`src/rtl/board_controller.sv`:
```
// Tic-tac-toe game state for a 3x3 board plus per-pixel cell decode for the renderer.
// Pixel outputs are purely combinational; game state advances on button rising edges.
module board_controller #(
   parameter int unsigned X0   = 150,
   parameter int unsigned Y0   = 70,
   parameter int unsigned CELL = 100,
   parameter int unsigned GAP  = 10
) (
   input  logic       clk,
   input  logic       rst,
   input  logic [9:0] x,
   input  logic [9:0] y,
   input  logic       btn_up,
   input  logic       btn_down,
   input  logic       btn_left,
   input  logic       btn_right,
   input  logic       btn_sel,
   output logic       render,
   output logic [9:0] lx,
   output logic [9:0] ly,
   output logic [1:0] mode,
   output logic       highlight,
   output logic [1:0] status,
   output logic       turn
);

   localparam int unsigned Pitch = CELL + GAP;
   localparam int unsigned BaseX = X0 + GAP;
   localparam int unsigned BaseY = Y0 + GAP;

   // Bit i of each mask is cell i (row-major).
   localparam logic [8:0] Lines [8] = '{
      9'b000_000_111, 9'b000_111_000, 9'b111_000_000,
      9'b001_001_001, 9'b010_010_010, 9'b100_100_100,
      9'b100_010_001, 9'b001_010_100
   };

   typedef enum logic [1:0] {StPlay, StCheck, StWin, StDraw} state_e;

   state_e      state_q, state_d;
   logic [8:0]  xs_q, xs_d;
   logic [8:0]  os_q, os_d;
   logic [8:0]  win_mask_q, win_mask_d;
   logic [3:0]  cursor_q, cursor_d;
   logic        turn_q, turn_d;
   logic [1:0]  status_q, status_d;
   logic [4:0]  prev_q, prev_d;

   logic [4:0]  btn_vec, rise;
   logic [8:0]  occupied, mover, line_hit;

   logic        in_x, in_y;
   logic [1:0]  col, row;
   logic [9:0]  off_x, off_y;
   logic [3:0]  idx;

   // Pixel decode
   always_comb begin
      in_x  = 1'b0;
      in_y  = 1'b0;
      col   = 2'd0;
      row   = 2'd0;
      off_x = 10'd0;
      off_y = 10'd0;
      for (int unsigned c = 0; c < 3; c++) begin
         if (32'(x) >= BaseX + c * Pitch && 32'(x) < BaseX + c * Pitch + CELL) begin
            in_x  = 1'b1;
            col   = 2'(c);
            off_x = 10'(32'(x) - (BaseX + c * Pitch));
         end
         if (32'(y) >= BaseY + c * Pitch && 32'(y) < BaseY + c * Pitch + CELL) begin
            in_y  = 1'b1;
            row   = 2'(c);
            off_y = 10'(32'(y) - (BaseY + c * Pitch));
         end
      end
      idx       = {2'b00, row} * 4'd3 + {2'b00, col};
      render    = in_x && in_y;
      lx        = 10'd0;
      ly        = 10'd0;
      mode      = 2'b00;
      highlight = 1'b0;
      if (render) begin
         lx        = off_x;
         ly        = off_y;
         mode      = {os_q[idx], xs_q[idx]};
         if (state_q == StWin && win_mask_q[idx]) mode = 2'b11;
         highlight = (idx == cursor_q) && (state_q == StPlay);
      end
   end

   assign status  = status_q;
   assign turn    = turn_q;
   assign btn_vec = {btn_sel, btn_up, btn_down, btn_left, btn_right};

   // Game FSM and next-state logic
   always_comb begin
      state_d    = state_q;
      xs_d       = xs_q;
      os_d       = os_q;
      win_mask_d = win_mask_q;
      cursor_d   = cursor_q;
      turn_d     = turn_q;
      status_d   = status_q;
      prev_d     = btn_vec;
      rise       = btn_vec & ~prev_q;
      occupied   = xs_q | os_q;
      mover      = turn_q ? os_q : xs_q;
      line_hit   = 9'd0;
      for (int l = 0; l < 8; l++) begin
         if ((mover & Lines[l]) == Lines[l]) line_hit = line_hit | Lines[l];
      end

      case (state_q)
         StPlay: begin
            if (rise[4]) begin
               if (!occupied[cursor_q]) begin
                  if (turn_q) os_d[cursor_q] = 1'b1;
                  else        xs_d[cursor_q] = 1'b1;
                  state_d = StCheck;
               end
            end else if (rise[3]) begin
               if (cursor_q >= 4'd3) cursor_d = cursor_q - 4'd3;
            end else if (rise[2]) begin
               if (cursor_q <= 4'd5) cursor_d = cursor_q + 4'd3;
            end else if (rise[1]) begin
               if (cursor_q != 4'd0 && cursor_q != 4'd3 && cursor_q != 4'd6)
                  cursor_d = cursor_q - 4'd1;
            end else if (rise[0]) begin
               if (cursor_q != 4'd2 && cursor_q != 4'd5 && cursor_q != 4'd8)
                  cursor_d = cursor_q + 4'd1;
            end
         end
         StCheck: begin
            if (line_hit != 9'd0) begin
               win_mask_d = line_hit;
               status_d   = turn_q ? 2'b10 : 2'b01;
               state_d    = StWin;
            end else if (&occupied) begin
               status_d = 2'b11;
               state_d  = StDraw;
            end else begin
               turn_d  = ~turn_q;
               state_d = StPlay;
            end
         end
         StWin, StDraw: begin
            if (rise[4]) begin
               xs_d       = 9'd0;
               os_d       = 9'd0;
               win_mask_d = 9'd0;
               cursor_d   = 4'd4;
               turn_d     = 1'b0;
               status_d   = 2'b00;
               state_d    = StPlay;
            end
         end
         default: state_d = StPlay;
      endcase
   end

   always_ff @(posedge clk or posedge rst) begin
      if (rst) begin
         state_q    <= StPlay;
         xs_q       <= 9'd0;
         os_q       <= 9'd0;
         win_mask_q <= 9'd0;
         cursor_q   <= 4'd4;
         turn_q     <= 1'b0;
         status_q   <= 2'b00;
         prev_q     <= 5'd0;
      end else begin
         state_q    <= state_d;
         xs_q       <= xs_d;
         os_q       <= os_d;
         win_mask_q <= win_mask_d;
         cursor_q   <= cursor_d;
         turn_q     <= turn_d;
         status_q   <= status_d;
         prev_q     <= prev_d;
      end
   end

endmodule

```
`config.mk`:
```
export PLATFORM = sky130hd
export DESIGN_NAME = board_controller
export DESIGN_NICKNAME = d
export VERILOG_FILES = /design/src/rtl/board_controller.sv
export SDC_FILE = /design/constraint.sdc
export NUM_CORES = 1
export LEC_CHECK = 0
export ABC_CLOCK_PERIOD_IN_PS = 6600
export BUFFER_PORTS_ARGS = -buffer_cell sky130_fd_sc_hd__buf_2
export CORE_ASPECT_RATIO = 1.2
export CORE_MARGIN = 4
export CORE_UTILIZATION = 60
export DETAILED_ROUTE_END_ITERATION = 10
export PLACE_DENSITY = 0.83
export SYNTH_ARGS = -nofsm -noshare
export SYNTH_HDL_FRONTEND = slang
export SYNTH_SLANG_ARGS = --single-unit
```
`constraint.sdc`:
```
create_clock -name clk -period 6.6 [get_ports clk]
set_clock_uncertainty 0.15 [all_clocks]
set_input_delay 1.32 -clock clk [delete_from_list [all_inputs] [get_ports clk]]
set_output_delay 1.32 -clock clk [all_outputs]
set_load 0.02 [all_outputs]
```
==> summary.md <==
| Metric | Value |
|---|---|
| Number of fill cells | `597` |
| Levels on crit path | `15` |
| Worst Path Required | `slightly above 5 ns` |
| Ys async rst share | `100.0%` |
| Netlist cell types | `90` |
| Largest net degree at the start of global routing | `between 40 and 50` |
| CTS root buf | `clkbuf_8` |
| Post-CTS setup buffer count | `0` |
| WP buf/inv | `3` |
| Total Neg Setup Slack | `0 ns` |
| Post-route setup slack | `approximately 0.26 ns` |
| Initial antenna violation count | `0` |
| Launch point of the worst path | `y[4]` |
| Vias in the first global route | `4291` |
| Synthesis Warnings | `0` |
| Total CTS buffers | `5` |
| Iter 0 DRT Violations | `415` |
| Post-Route WL | `approximately 12 mm` |
| Maximum vdd drop | `247.1 uV` |
| Core area | `7189 um^2` |
| Post-synth EDFFs | `0` |
| Total number of vias | `~4.5k` |
| Pre-Repair DR Iteration Count | `5` |
| Synth top area share | `22.66%` |
| Worst min-delay path class | `reg -> reg` |
| Gp weighted congestion | `0.9947` |
| Lkg Pwr | `2.016 nW` |
| Die Width | `86.32 um` |
| WS Path Type | `in -> out` |
| Total gr overflow | `0` |
| CP Capture Type | `output port` |
| Mapped Nets | `589` |
| R2R setup slack | `3.49 ns` |
| Clk Latency, worst-skew pair | `around 0.30 ns` |
| Worst Hold Depth | `2` |
| Yosys top cell by area | `dfrtp_1` |
| Post-route ant nets | `0` |
| Top cells by count, synth | `nand2_1, dfrtp_1, nor2_1` |
| Cell area after synthesis | `approximately 4400 um^2` |
| Area grow syn2layout | `8.470%` |
| Slowest CP cell | `fa_1` |
| Mapped Cells | `535` |
| Final layout net count | `617` |
| Power density cells | `321.1 nW/um^2` |
| Drt wl/cell | `19.02 um` |
| Die area | `8803 um^2` |
| Number of diodes | `0` |
| Initial core utilization | `about three fifths` |
| CP cell instances | `buf_2, inv_1, ha_1, a2111oi_2, a21o_1, a311oi_4, ha_1, ha_1, fa_1, nor4b_2, nand4_1, o41ai_2, a211oi_1, nor2_1, buf_2` |
| R2r endpoint | `turn` |
| Gr usage total | `28.26%` |
| Period utilization | `96.10%` |
| Max-cap check violation count | `0` |
| Number of max-slew violations in the final report | `0` |
| Slowest stage delay, CP | `0.59 ns` |
| # setup viols final | `0` |
| RSZ-0062 raised after global routing | `false` |
| Slew HR | `22.69%` |
| DRC Markers | `0` |
| First-pass GRT wire length | `slightly above 20 mm` |
| CTS Sinks | `41` |
| Total Power | `1.539 mW` |
| End point of the critical path | `mode[0]` |
| CP dominant cell by count | `ha_1` |
| Outcome | `finished clean` |
| Post-layout util | `66.64%` |
| Longest Clk Path Bufs | `2` |
| Post-synthesis sequential area ratio | `around a quarter` |
| Top FF cell, synth | `dfrtp_1` |
| Flops & latches, synth | `41` |
| Fmax | `about 160 MHz` |
| R2R depth | `5` |
| CP top delay family | `adder cells` |
| CTS clock-pin slew for the worst setup and hold paths | `0.08 ns` |
| WP data arrival | `a little under 5 ns` |
| Share of layout cells above drive strength 1 | `17.91%` |
| Crit Path Max Fanout | `10` |
| Syn avg cell area | `8.256 um^2` |
| Top-count cell post-synth | `nand2_1` |
| CP Launch Type | `primary input` |
| H-Tree Depth | `2` |
| Hpwl dp | `9.201 mm` |
| Area contributors post-synth | `dfrtp_1, ha_1, nand2_1` |
| Pre-CTS setup slack | `0.2405 ns` |
| Hold Fails Final Rpt | `0` |
| Post-route minimum period | `6.343 ns` |
| IO Pins | `54` |
| Row count | `34` |
| CTS tree | `yes` |
| PortBufs | `53` |
| Die Ht | `approximately 100 um` |
| Tightest Pin Transition | `around 1.1 ns` |
| Vias per inst | `~7` |
| R2r startpoint | `turn` |
==> worst min-delay path by stage <==
stage,start,endpoint,slack [ns]
after CTS,win_mask_q[6],win_mask_q[6],0.39
after global placement,win_mask_q[7],win_mask_q[7],0.37
final,win_mask_q[7],win_mask_q[7],0.39
after detailed placement,win_mask_q[1],win_mask_q[1],0.37
after floorplan,win_mask_q[0],win_mask_q[0],0.34
after global routing,win_mask_q[5],win_mask_q[5],0.42
==> cell usage in the layout (no fill, tap or decap), types with 7 or more instances in the layout <==
cell	count
nor3_1	13
mux4_2	7
o21ai_0	12
buf_2	53
o21a_1	8
o31ai_1	16
a31oi_1	9
dfrtp_1	40
a21oi_1	25
nor2_1	40
nor2b_1	13
nand2b_1	9
nand4_1	9
nand3_1	22
nand2_1	60
a211oi_1	11
xnor2_1	15
ha_1	25
inv_1	24
o211ai_1	7
mux2i_1	10
==> metrics by stage <==
| stage | hold WS [ns] | instances | area (um^2) |
|---|---|---|---|
| finish | 0.3921 | 654 | 4791 |
| global placement | 0.3710 | 646 | 4657 |
| global route | 0.4236 | 654 | 4791 |
| CTS | 0.3896 | 654 | 4777 |
| floorplan | 0.3383 | 535 | 4417 |
| detailed placement | 0.3723 | 646 | 4657 |
==> worst min-delay path, delay by kind of cell, from the launching register on <==
| kind | cells | cell delay [ns] |
|---|---|---|
| compound gates | 1 | 0.05 |
| flops | 1 | 0.39 |
| simple gates | 1 | 0.06 |
==> cell families (layout without fill, tap and decap cells) <==
logic type | Yosys count | after routing | synth area share [%]
AOI/OAI and AO/OA | 159 | 159 | 28.13
xor gates and xnor gates | 16 | 16 | 3.173
adders and majority gates | 27 | 27 | 7.989
buffers and inverters | 65 | 94 | 6.431
DFF | 41 | 41 | 23.26
muxes | 19 | 19 | 6.771
and+or+nand+nor | 208 | 208 | 24.25
==> area by class of cell <==
cell class                 count  area (um^2)  share of cell area, %
multi-input combinational    429         3119                  65.11
sequential                    41         1027                  21.44
timing repair buffer          59        310.3                  6.477
tap                           90        112.6                  2.350
inverter                      27        101.3                  2.115
clock buffer                   6        82.58                  1.724
clock inverter                 2        37.54                 0.7835
==> flip-flops by register name (all words and copies together), names as in the netlist <==
register,cells
os_q,9
win_mask_q,9
xs_q,9
prev_q,5
cursor_q,4
state_q,2
status,2
turn,1
==> timing repair <==
action	in CTS	in global routing
setup endpoints to repair	0	2
gates resized for setup	0	2
hold buffers	0	0
==> per-layer routing <==
| layer | GRT usage [%] | share of wire (%) |
|---|---|---|
| met1 | 34.37 | 38 |
| met2 | 49.12 | 49 |
| met3 | 3.226 | 9.2 |
| met4 | 14.63 | 4.6 |
| met5 | 0 | 0 |
==> where the power goes <==
group / switching [mW] / leakage (nW) / internal (mW)
Clock: 0.0912 / 0.0574 / 0.123
Sequential: 0.211 / 0.516 / 0.346
Combinational: 0.447 / 1.44 / 0.321
Total: 0.749 / 2.02 / 0.790
No activity file was read; power rests on OpenSTA's default activity.
